`config.mk`:
```
export PLATFORM = sky130hd
export DESIGN_NAME = insn_encoder
export DESIGN_NICKNAME = d
export VERILOG_FILES = /design/src/rtl/rv_pkg.sv /design/src/rtl/sync_fifo.sv /design/src/rtl/insn_encoder.sv
export SDC_FILE = /design/constraint.sdc
export NUM_CORES = 1
export LEC_CHECK = 0
export BUFFER_PORTS_ARGS = -buffer_cell sky130_fd_sc_hd__buf_4
export CAP_MARGIN = 25
export CORE_MARGIN = 10
export CORE_UTILIZATION = 58
export CTS_BUF_LIST = sky130_fd_sc_hd__clkbuf_4
export DETAILED_ROUTE_END_ITERATION = 16
export GPL_TIMING_DRIVEN = 0
export PLACE_DENSITY = 0.82
export REMOVE_ABC_BUFFERS = 1
export SYNTH_ARGS = -nofsm -noshare
export SYNTH_HDL_FRONTEND = slang
export SYNTH_SLANG_ARGS = --single-unit
```
`constraint.sdc`:
```
create_clock -name clk -period 9.71 [get_ports clk]
set_input_delay 2.4275 -clock clk [delete_from_list [all_inputs] [get_ports clk]]
set_output_delay 2.4275 -clock clk [all_outputs]
set_load 0.02 [all_outputs]
```
`src/rtl/rv_pkg.sv`:
```
// rtl/rv_pkg.sv - RV32I format tags, opcode constants and the shared field encoder
package rv_pkg;

  localparam int INSN_WIDTH = 32;

  typedef enum logic [2:0] {
    FMT_R = 3'd0,
    FMT_I = 3'd1,
    FMT_S = 3'd2,
    FMT_B = 3'd3,
    FMT_U = 3'd4,
    FMT_J = 3'd5
  } fmt_e;

  localparam logic [6:0] OP_LUI    = 7'b0110111;
  localparam logic [6:0] OP_JAL    = 7'b1101111;
  localparam logic [6:0] OP_BRANCH = 7'b1100011;
  localparam logic [6:0] OP_STORE  = 7'b0100011;
  localparam logic [6:0] OP_OPIMM  = 7'b0010011;
  localparam logic [6:0] OP_OP     = 7'b0110011;

  typedef struct packed {
    logic [6:0]  opcode;
    logic [2:0]  funct3;
    logic [6:0]  funct7;
    logic [4:0]  rs1;
    logic [4:0]  rs2;
    logic [4:0]  rd;
    logic [31:0] imm;
  } fields_t;

  // Illegal format tags encode to zero; the caller decides whether to drop them.
  function automatic logic [31:0] encode_insn(input logic [2:0] fmt, input fields_t f);
    case (fmt)
      FMT_R:   encode_insn = {f.funct7, f.rs2, f.rs1, f.funct3, f.rd, f.opcode};
      FMT_I:   encode_insn = {f.imm[11:0], f.rs1, f.funct3, f.rd, f.opcode};
      FMT_S:   encode_insn = {f.imm[11:5], f.rs2, f.rs1, f.funct3, f.imm[4:0], f.opcode};
      FMT_B:   encode_insn = {f.imm[12], f.imm[10:5], f.rs2, f.rs1, f.funct3,
                              f.imm[4:1], f.imm[11], f.opcode};
      FMT_U:   encode_insn = {f.imm[31:12], f.rd, f.opcode};
      FMT_J:   encode_insn = {f.imm[20], f.imm[10:1], f.imm[11], f.imm[19:12], f.rd, f.opcode};
      default: encode_insn = 32'h0;
    endcase
  endfunction

endpackage

```
`src/rtl/sync_fifo.sv`:
```
// rtl/sync_fifo.sv - first-word-fall-through FIFO with extra-bit pointers
module sync_fifo #(
  parameter int WIDTH = 32,
  parameter int DEPTH = 4
) (
  input  logic             clk,
  input  logic             rst,
  input  logic             push,
  input  logic [WIDTH-1:0] din,
  output logic             full,
  input  logic             pop,
  output logic [WIDTH-1:0] dout,
  output logic             empty
);

  localparam int PW = $clog2(DEPTH);

  logic [WIDTH-1:0] mem [DEPTH];
  logic [PW:0]      wr_ptr;
  logic [PW:0]      rd_ptr;
  logic             do_push;
  logic             do_pop;

  // Same index with differing wrap bits means the writer is a full lap ahead.
  assign full    = (wr_ptr[PW] != rd_ptr[PW]) && (wr_ptr[PW-1:0] == rd_ptr[PW-1:0]);
  assign empty   = (wr_ptr == rd_ptr);
  assign do_push = push && !full;
  assign do_pop  = pop && !empty;
  assign dout    = mem[rd_ptr[PW-1:0]];

  always_ff @(posedge clk or posedge rst) begin
    if (rst) begin
      wr_ptr <= '0;
      rd_ptr <= '0;
      for (int i = 0; i < DEPTH; i++) mem[i] <= '0;
    end else begin
      if (do_push) begin
        mem[wr_ptr[PW-1:0]] <= din;
        wr_ptr              <= wr_ptr + 1'b1;
      end
      if (do_pop) rd_ptr <= rd_ptr + 1'b1;
    end
  end

endmodule

```
`src/rtl/insn_encoder.sv`:
```
// rtl/insn_encoder.sv - packs RV32I fields into words and streams them into IMEM
module insn_encoder #(
  parameter int          INSN_WIDTH = rv_pkg::INSN_WIDTH,
  parameter int          ADDR_WIDTH = 5,
  parameter int          FIFO_DEPTH = 4,
  parameter int          IMEM_WORDS = 256,
  parameter logic [31:0] BASE_ADDR  = 32'h0
) (
  input  logic                  clk,
  input  logic                  rst,
  input  logic                  in_valid,
  output logic                  in_ready,
  input  logic [2:0]            in_fmt,
  input  logic [6:0]            in_opcode,
  input  logic [2:0]            in_funct3,
  input  logic [6:0]            in_funct7,
  input  logic [ADDR_WIDTH-1:0] in_rs1,
  input  logic [ADDR_WIDTH-1:0] in_rs2,
  input  logic [ADDR_WIDTH-1:0] in_rd,
  input  logic [31:0]           in_imm,
  output logic                  wr_valid,
  input  logic                  wr_ready,
  output logic [31:0]           wr_addr,
  output logic [INSN_WIDTH-1:0] wr_data,
  output logic                  err,
  output logic [31:0]           words_out
);
  import rv_pkg::*;

  localparam logic [31:0] WRAP_ADDR = BASE_ADDR + 32'(4 * (IMEM_WORDS - 1));

  fields_t     f;
  logic [31:0] word;
  logic        bad;
  logic        accept;
  logic        push;
  logic        pop;
  logic        full;
  logic        empty;

  always_comb begin
    f        = '0;
    f.opcode = in_opcode;
    f.funct3 = in_funct3;
    f.funct7 = in_funct7;
    f.rs1    = in_rs1;
    f.rs2    = in_rs2;
    f.rd     = in_rd;
    f.imm    = in_imm;
    word     = encode_insn(in_fmt, f);
  end

  // Rejected bundles still complete the handshake; they just never reach the FIFO.
  assign bad      = (in_fmt > 3'd5) || (((in_fmt == FMT_B) || (in_fmt == FMT_J)) && in_imm[0]);
  assign in_ready = !rst && !full;
  assign accept   = in_valid && in_ready;
  assign push     = accept && !bad;
  assign wr_valid = !empty;
  assign pop      = wr_valid && wr_ready;

  sync_fifo #(
    .WIDTH (INSN_WIDTH),
    .DEPTH (FIFO_DEPTH)
  ) u_fifo (
    .clk   (clk),
    .rst   (rst),
    .push  (push),
    .din   (word[INSN_WIDTH-1:0]),
    .full  (full),
    .pop   (pop),
    .dout  (wr_data),
    .empty (empty)
  );

  always_ff @(posedge clk or posedge rst) begin
    if (rst) begin
      err       <= 1'b0;
      wr_addr   <= BASE_ADDR;
      words_out <= 32'd0;
    end else begin
      err <= accept && bad;
      if (pop) begin
        wr_addr   <= (wr_addr == WRAP_ADDR) ? BASE_ADDR : wr_addr + 32'd4;
        words_out <= words_out + 32'd1;
      end
    end
  end

endmodule
```
==> impl_metrics.toml, run 1 <==
[floorplan]
rows = 46
die_w_um = 148
die-area_sq_um = 22000
die_y_um = 148
coreArea_sq_um = 16000
num_io_pins = 170
start_util = 0.595

[synth]
yosys_warnings = 0
ys_top_cells_by_area = "dfrtp_1, mux4_2, mux2_4, xnor2_1, nand2_1"
synth-main-ff-cell = "dfrtp_1"
synth.most_common_cell = "dfrtp_1"
synth_top_cell_area_share = 0.517
async_reset_ff_frac = 1.00
ys_seq_area_frac = 0.517
ys_ff_latch = 197
yosysTopAreaCell = "dfrtp_1"
synth.avg_cell_area_sq_um = 12.2
yosys-top-cells-count = "dfrtp_1, nand2_1, nor2_1, xnor2_1, mux2_4"
synth_edf_count = 0
synth_cell_types = 52
synth_area_sq_um = 9530
synth_cells = 781

[sta]
skew_ps = 19.6
tns_ps = 0
maxSlewViolCount = 0
fmax_ghz = 0.186
max_slew_margin = 0.334
worstMarginPinSlew_ps = 987
fin_crit_sh = 0.553
setup_slack_ps = 4340
setup_viol = 0
rsz0062_at_grt = "false"
min_period_ps = 5370
final_hold_viol_count = 0

[finish]
final_cell_count_no_fill = 1161
seqCellArea_sq_um = 4930
multi_input_area_sq_um = 4280
fin_nets = 1010
areaGrowthSynthToFinish_pct = 17.6
fin_util = 0.700
drive_above_1_share = 0.329
fill_cells = 1162
antenna_cells = 0

[setup_path]
crit_fanout = 2
endpoint_kind = "output pin"
startpoint_type = "input port"
ff2ff_setup_slack_ps = 6990
crit_required_ps = 7280
crit_type = "input port to output pin"
critPathArrivalTime_ps = 2940

[clock_network]
cts_resized = 0
cts_root_buf = "clkbuf_4"
cts_tree = "built"
cts_sinks = 197
clkTransAtPathRegs_ps = 150
ctsHtreeMaxLevel = 4
cts_buffers = 17
clk_path_buf_depth = 2
cts_setup_buffers = 0
clkLatencyLatePin_ps = 590
cts_hold_buf = 0

[grt]
grt_pass1_vias = 7010
antenna_found_initial = 0
grt_max_degree = 136
grt_overflow_total = 0
grt_pass1_wl_mm = 36.5
track_usage = 0.205

[hold_path]
timing.hold.worst.class = "register to register"

[placed_design]
globalplace.congestion = 0.840
io_buffers = 167
pre_cts_ws_ps = 4290
dp_hpwl_mm = 15.2
dp_cells = 1127

[pwr]
p_per_area_nw_per_um2 = 278
peakVddDrop_mv = 0.182
total_power_mw = 3.11
leakage_nw = 5.27

[routing]
viasPerCell = 5.71
post_drt_wl_per_cell_um = 19.1
drt_wl_total_mm = 22.2
drt_iter0_markers = 300
vias = 6625
antenna_left = 0
drc_errors = 0
dr.pass1.iters = 4

[flow_run]
cap_violations = 0

[status]
outcome = "finished, final reports clean"
## worst paths after layout
kind                                                    from                           end  depth (start not counted)
worst max register to register  u_fifo.rd_ptr[1]$_DFFE_PP0P_    u_fifo.mem[19]$_DFFE_PP0P_                          5
max in group asynchronous                                rst  u_fifo.rd_ptr[1]$_DFFE_PP0P_                          3
worst min register to register     words_out[31]$_DFFE_PP0P_     words_out[31]$_DFFE_PP0P_                          1
worst min-delay path               words_out[31]$_DFFE_PP0P_     words_out[31]$_DFFE_PP0P_                          1
worst max-delay path                                     rst                      in_ready                          3
min in group asynchronous                                rst      words_out[0]$_DFFE_PP0P_                          2
## sequential cells by signal, indices dropped and copies added, names as in the netlist
name / cells
u_fifo.wr_ptr: 3
u_fifo.mem: 128
wr_addr: 30
words_out: 32
u_fifo.rd_ptr: 3
err: 1
## cell usage in the layout, fill, tap and decap left out, drive strengths merged, types with 6 or more instances in the layout
cell    count
inv        20
a21oi      40
o21ai      19
a22oi      16
buf       172
mux4       32
nor3       10
ha          7
and3       19
and2       11
o22a        6
clkbuf     17
nor2       49
nand3      31
nand2      95
xor2       16
dfrtp     197
nand4      16
nor4        6
xnor2      49
a22o       13
mux2       67
## worst max-delay path: stages
cell and delay [ps]:
buf_4 140, a31oi_1 190, buf_4 180
## where the power goes
part	total (mW)	internal [mW]	switching (mW)
sequential	1.32	1.10	0.220
combinational	1.34	0.700	0.637
clock	0.458	0.160	0.298
total	3.11	1.96	1.16
## logic make-up (layout without fill, tap and decap cells)
kind of cell / after synthesis / in the layout / synth area share
compound gates: 102 / 102 / 0.0728
xor+xnor: 65 / 65 / 0.0605
fa+ha+maj: 8 / 8 / 0.0102
buf+inv: 54 / 217 / 0.0341
flops: 197 / 197 / 0.517
mux: 104 / 104 / 0.179
other cells: 1 / 2 / 0.000394
simple gates: 250 / 250 / 0.126
## layout make-up
type	instances	area share
multi-input combinational	531	0.382
inverter	13	0.00502
clock buffer	17	0.0114
timing repair buffer	172	0.122
sequential	197	0.440
tap	216	0.0241
clock inverter	15	0.0151
## stage by stage
step | area, sq um | hold slack, ps
2_1_floorplan | 9250 | 440
3_3_place_gp | 10800 | 453
3_5_place_dp | 10900 | 457
4_1_cts | 11200 | 491
5_1_grt | 11200 | 512
6_report | 11200 | 484
## metal layers
layer,share of wire,GRT usage
met1,0.43,0.265
met2,0.48,0.328
met3,0.075,0.0595
met4,0.014,0.0654
met5,0,0
Power figures use the tool's default switching activity.
==> inputs of run 2 (changes only) <==
- CORE_UTILIZATION: 58 -> 52
- PLACE_DENSITY: 0.82 -> 0.78
- clock period: 9.71 -> 4.6 ns (I/O delays scaled with it)
==> run 2 against run 1 <==
Final area fell by 0.18%. Register-to-register slack worse by 5000 ps. Clock skew rose by 8.9 ps. Core utilization decreased by 7.8 points. Sequential share of layout area grew 0.079 points. Sequential cell count is the same. First-iteration DRC count is 16% higher. Via count increased by 0.18%. Non-clock buffer count is 1 lower. Routed wire length is 0.64% higher. Sequential power rose by 110%. Die area is 9.9% higher.
==> impl_metrics.toml, run 2 (same netlist as run 1, synthesis figures left out) <==
[status]
outcome = "finished, final reports clean"

[routing]
top_layer_used = "met4"
antenna_left = 0
wl_met2_mm = 10.6
drt_wl_total_mm = 22.4
wl_met1_mm = 9.80
dr.pass1.iters = 5
post_drt_wl_per_cell_um = 19.1
viasPerCell = 5.66
met3_length_mm = 1.76
drc_errors = 0
drt_iter0_markers = 348
vias = 6637

[finish]
design_area_sq_um = 11200
fill_cells = 1472
largest_reg_flops = 128
antenna_cells = 0
fin_util = 0.623
final_cell_count_no_fill = 1173
top_regs = "u_fifo.mem: 128 flops, words_out: 32 flops, wr_addr: 30 flops"
drive_above_1_share = 0.329
layout_common_cells = "dfrtp_1, buf_4, nand2_1"
final_common_cell = "dfrtp_1"
largest-register = "u_fifo.mem"
fin_nets = 1009
areaGrowthSynthToFinish_pct = 17.4

[sta]
min_period_ps = 3540
maxSlewViolCount = 0
whs_ps = 494
skew_ps = 28.5
tns_ps = 0
fin_crit_sh = 0.770
fmax_ghz = 0.282
setup_slack_ps = 1060
rsz0062_at_grt = "false"
setup_viol = 0
worstMarginPinSlew_ps = 1060
final_hold_viol_count = 0
max_slew_margin = 0.284

[clock_network]
cts_root_buf = "clkbuf_4"
cts_tree = "built"
cts_resized = 0
cts_setup_buffers = 0
ctsHtreeMaxLevel = 4
cts_buffers = 17
cts_sinks = 197
clkLatencyLatePin_ps = 590
cts_hold_buf = 0
clk_path_buf_depth = 2
clkTransAtPathRegs_ps = 150

[floorplan]
die_y_um = 155
die-area_sq_um = 24100
start_util = 0.530
die_w_um = 155
num_io_pins = 170
rows = 49
coreArea_sq_um = 18000

[placed_design]
dp_cells = 1140
dpl_cell_area_sq_um = 10900
globalplace.congestion = 0.783
io_buffers = 167
pre_cts_ws_ps = 449
dp_hpwl_mm = 15.3

[setup_path]
cp_cell_sequence = "buf_12 > mux4_2 > buf_4"
critical_path_buf_inv_count = 2
max_stage_delay_ps = 770
critPathTopFamily = "flip-flops"
crit_fanout = 21
endpoint_kind = "output pin"
cp_num_cells = 3
crit_type = "register to output pin"
r2r_cells = 5
critPathArrivalTime_ps = 2390
startpoint_type = "register"
cp_slowest_cell = "dfrtp_2"
ff2ff_setup_slack_ps = 1990
crit_required_ps = 3450

[grt]
grt_pass1_wl_mm = 36.1
track_usage = 0.184
grt_overflow_total = 0
grt_max_degree = 122
grt_pass1_vias = 6840
antenna_found_initial = 0

[pwr]
peakVddDrop_mv = 0.368
leakage_nw = 5.25
total_power_mw = 6.54
p_per_area_nw_per_um2 = 585

[hold_path]
timing.hold.worst.class = "register to register"
holdPathStages = 2

[flow_run]
cap_violations = 0
==> run 2: area by class of cell <==
cell class | count | area, sq um | share of cell area
Timing Repair Buffer | 171 | 1340 | 0.119
Tap cell | 229 | 287 | 0.0256
Clock inverter | 12 | 145 | 0.0130
Sequential cell | 197 | 4930 | 0.441
Inverter | 13 | 56.3 | 0.00503
Clock buffer | 20 | 150 | 0.0134
Multi-Input combinational cell | 531 | 4280 | 0.383
==> run 2: worst paths after layout <==
| check | to | from |
|---|---|---|
| max | wr_data[9] | u_fifo.rd_ptr[0]$_DFFE_PP0P_ |
| min | u_fifo.mem[50]$_DFFE_PP0P_ | u_fifo.mem[50]$_DFFE_PP0P_ |
| max reg2reg | u_fifo.mem[38]$_DFFE_PP0P_ | u_fifo.rd_ptr[0]$_DFFE_PP0P_ |
| min reg2reg | u_fifo.mem[50]$_DFFE_PP0P_ | u_fifo.mem[50]$_DFFE_PP0P_ |
| max in group asynchronous | u_fifo.mem[103]$_DFFE_PP0P_ | rst |
| min in group asynchronous | u_fifo.mem[99]$_DFFE_PP0P_ | rst |
==> run 2: metal layers <==
layer | global-route usage | vias up
met5 | 0 | -
met4 | 0.0423 | 0
met3 | 0.0645 | 23
met2 | 0.292 | 219
met1 | 0.238 | 3320
li1 | - | 3075
==> run 2: power breakdown <==
group	total (mW)	leakage [nW]	switching (mW)	internal, mW
combinational	2.81	2.59	1.35	1.46
sequential	2.77	2.51	0.454	2.32
clock	0.952	0.149	0.601	0.351
==> run 2: tightest hold or removal path, stage by stage, from the launching register on <==
cell,delay (ps)
dfrtp_1,370
nand2_1,50
nand2_1,50
==> inputs of run 3 (changes only) <==
- ABC_AREA: unset -> 1
- CORE_UTILIZATION: 52 -> 53
- clock period: 4.6 -> 3.1 ns (I/O delays scaled with it)
==> run 3 against run 2 <==
Sequential share of layout area decreased by 4.6 points. Clock skew increased by 11 ps. Final area increased by 12%. Power increased by 61%. Critical path depth increased by 2. Sequential power increased by 48%. Largest cell class is now multi-input combinational cells. Non-clock buffer count increased by 11. Routed wire length increased by 44%. Combinational power increased by 80%. Clock-buffer cell count decreased by 3. Clock power increased by 38%.
==> impl_metrics.toml, run 3 <==
[synth]
synth_edf_count = 0
synth.most_common_cell = "nand2_1"
ys_ff_latch = 197
synth.avg_cell_area_sq_um = 7.10
synth_top_cell_area_share = 0.461
synth_cells = 1507
async_reset_ff_frac = 1.00
synth-main-ff-cell = "dfrtp_1"
yosysTopAreaCell = "dfrtp_1"
yosys_warnings = 0
ys_top_cells_by_area = "dfrtp_1, nand2_1, nand3_1, nor2_1, o21ai_0"
yosys-top-cells-count = "nand2_1, dfrtp_1, nand3_1, nor2_1, o21ai_0"
synth_cell_types = 24
ys_seq_area_frac = 0.461
synth_area_sq_um = 10700

[setup_path]
max_stage_delay_ps = 610
startpoint_type = "register"
ff2ff_setup_slack_ps = 210
endpoint_kind = "output pin"
crit_type = "register to output pin"
critical_path_buf_inv_count = 3
crit-reg2reg-launch = "u_fifo.rd_ptr[1]$_DFFE_PP0P_"
cp_cell_sequence = "inv_4 > buf_16 > o21ai_0 > o22ai_1 > buf_4"
critPathTopFamily = "buffers and inverters"
crit_required_ps = 2320
cp_slowest_cell = "dfrtp_4"
startpoint = "u_fifo.rd_ptr[0]$_DFFE_PP0P_"
critPathArrivalTime_ps = 2270
crit_fanout = 50

[clock_network]
clkTransAtPathRegs_ps = 170
cts_hold_buf = 0
clk_path_buf_depth = 2
cts_buffers = 17
cts_sinks = 197
cts_tree = "built"
cts_root_buf = "clkbuf_4"
clkLatencyLatePin_ps = 620
ctsHtreeMaxLevel = 4

[finish]
fin_util = 0.636
largest-register = "u_fifo.mem"
final_cell_count_no_fill = 1910
fill_cells = 1872
seqCellArea_sq_um = 4930
multi_input_area_sq_um = 5140
fin_nets = 1710
final_common_cell = "nand2_1"
drive_above_1_share = 0.142
areaGrowthSynthToFinish_pct = 16.9
largest_reg_flops = 128
layout_common_cells = "nand2_1, dfrtp_1, nand3_1"
design_area_sq_um = 12500
top_regs = "u_fifo.mem: 128 flops, words_out: 32 flops, wr_addr: 30 flops"

[routing]
drt_wl_total_mm = 32.2
dr.pass1.iters = 9
drt_iter0_markers = 1009
vias = 10543
viasPerCell = 5.52
post_drt_wl_per_cell_um = 16.9
drc_errors = 0
antenna_left = 0

[flow_run]
cap_violations = 0

[floorplan]
die-area_sq_um = 26300
coreArea_sq_um = 19700
start_util = 0.544
die_y_um = 162
rows = 51
num_io_pins = 170
die_w_um = 162

[status]
outcome = "finished, final reports clean"

[sta]
whs_ps = 143
fin_crit_sh = 0.983
final_hold_viol_count = 0
maxSlewViolCount = 0
setup_viol = 0
rsz0062_at_grt = "false"
skew_ps = 39.6
max_slew_margin = 0.336
worstMarginPinSlew_ps = 992
min_period_ps = 3050
fmax_ghz = 0.328

[grt]
grt_pass1_wl_mm = 51.7
track_usage = 0.239
grt_pass1_vias = 9904
grt_max_degree = 110
grt_overflow_total = 0
antenna_found_initial = 1

[placed_design]
dp_hpwl_mm = 21.0
dp_cells = 1872
globalplace.congestion = 0.932
io_buffers = 167
dpl_cell_area_sq_um = 12100

[pwr]
peakVddDrop_mv = 0.590
leakage_nw = 6.42
total_power_mw = 10.5
p_per_area_nw_per_um2 = 839

[hold_path]
timing.hold.worst.class = "input port to asynchronous set/reset pin"
[run 3: cell count changes in the layout (fill, tap and decap cells not counted), moves of 43 or more]
cell / change
inv_1: +59
nand3_1: +164
o21ai_0: +80
nor2_1: +141
mux2_4: -47
xnor2_1: -43
nand2_1: +473
[run 3: worst paths after layout]
| kind | end | cells past startpoint |
|---|---|---|
| worst max register to register | wr_addr[19]$_DFFE_PP0P_ | 9 |
| worst min register to register | u_fifo.mem[92]$_DFFE_PP0P_ | 2 |
| worst min-delay path | wr_addr[22]$_DFFE_PP0P_ | 2 |
| max in group asynchronous | wr_addr[21]$_DFFE_PP0P_ | 3 |
| min in group clk | u_fifo.mem[92]$_DFFE_PP0P_ | 2 |
| worst max-delay path | wr_data[23] | 5 |
[run 3: cell families (layout without fill, tap and decap cells)]
family	Yosys count	in the layout	synth area share
DFF	197	197	0.461
other	1	3	0.000350
adders and majority gates	7	7	0.00818
and+or+nand+nor	982	983	0.374
AOI/OAI and AO/OA	136	136	0.0680
buffers and inverters	154	289	0.0642
xor gates and xnor gates	30	30	0.0246
[run 3: stage by stage]
stage	setup TNS [ps]	setup WS, ps
global route	0	0.469
detailed placement	-148880	-1200
CTS	0	28.5
finish	0	51.9
global placement	-2454320	-9120
floorplan	-1332950	-5280
[run 3: report_power, final]
part           internal, mW  switching, mW  total (mW)
Clock                 0.339          0.970        1.31
Combinational          1.80           3.27        5.07
Sequential             3.45          0.666        4.11
[run 3: cell type report]
class | instances | area share
sequential | 197 | 0.394
inverter | 76 | 0.0249
multi-input combinational | 1158 | 0.411
timing repair buffer | 182 | 0.123
clock buffer | 17 | 0.0102
clock inverter | 14 | 0.00940
tap | 265 | 0.0265
antenna | 1 | 0.000200
[run 3: repair_timing]
item,in CTS,in global routing
setup buffers,1,3
cloned,1,1
pin swaps,1,1
endpoints found under the setup margin,201,83
resized for setup,11,4
[run 3: metal layers]
layer | vias up | GRT usage | part of all wire
met1 | 4948 | 0.319 | 0.42
met2 | 475 | 0.385 | 0.48
li1 | 5074 | - | -
met4 | 0 | 0.0740 | 0.019
met3 | 46 | 0.0463 | 0.082
met5 | - | 0 | 0
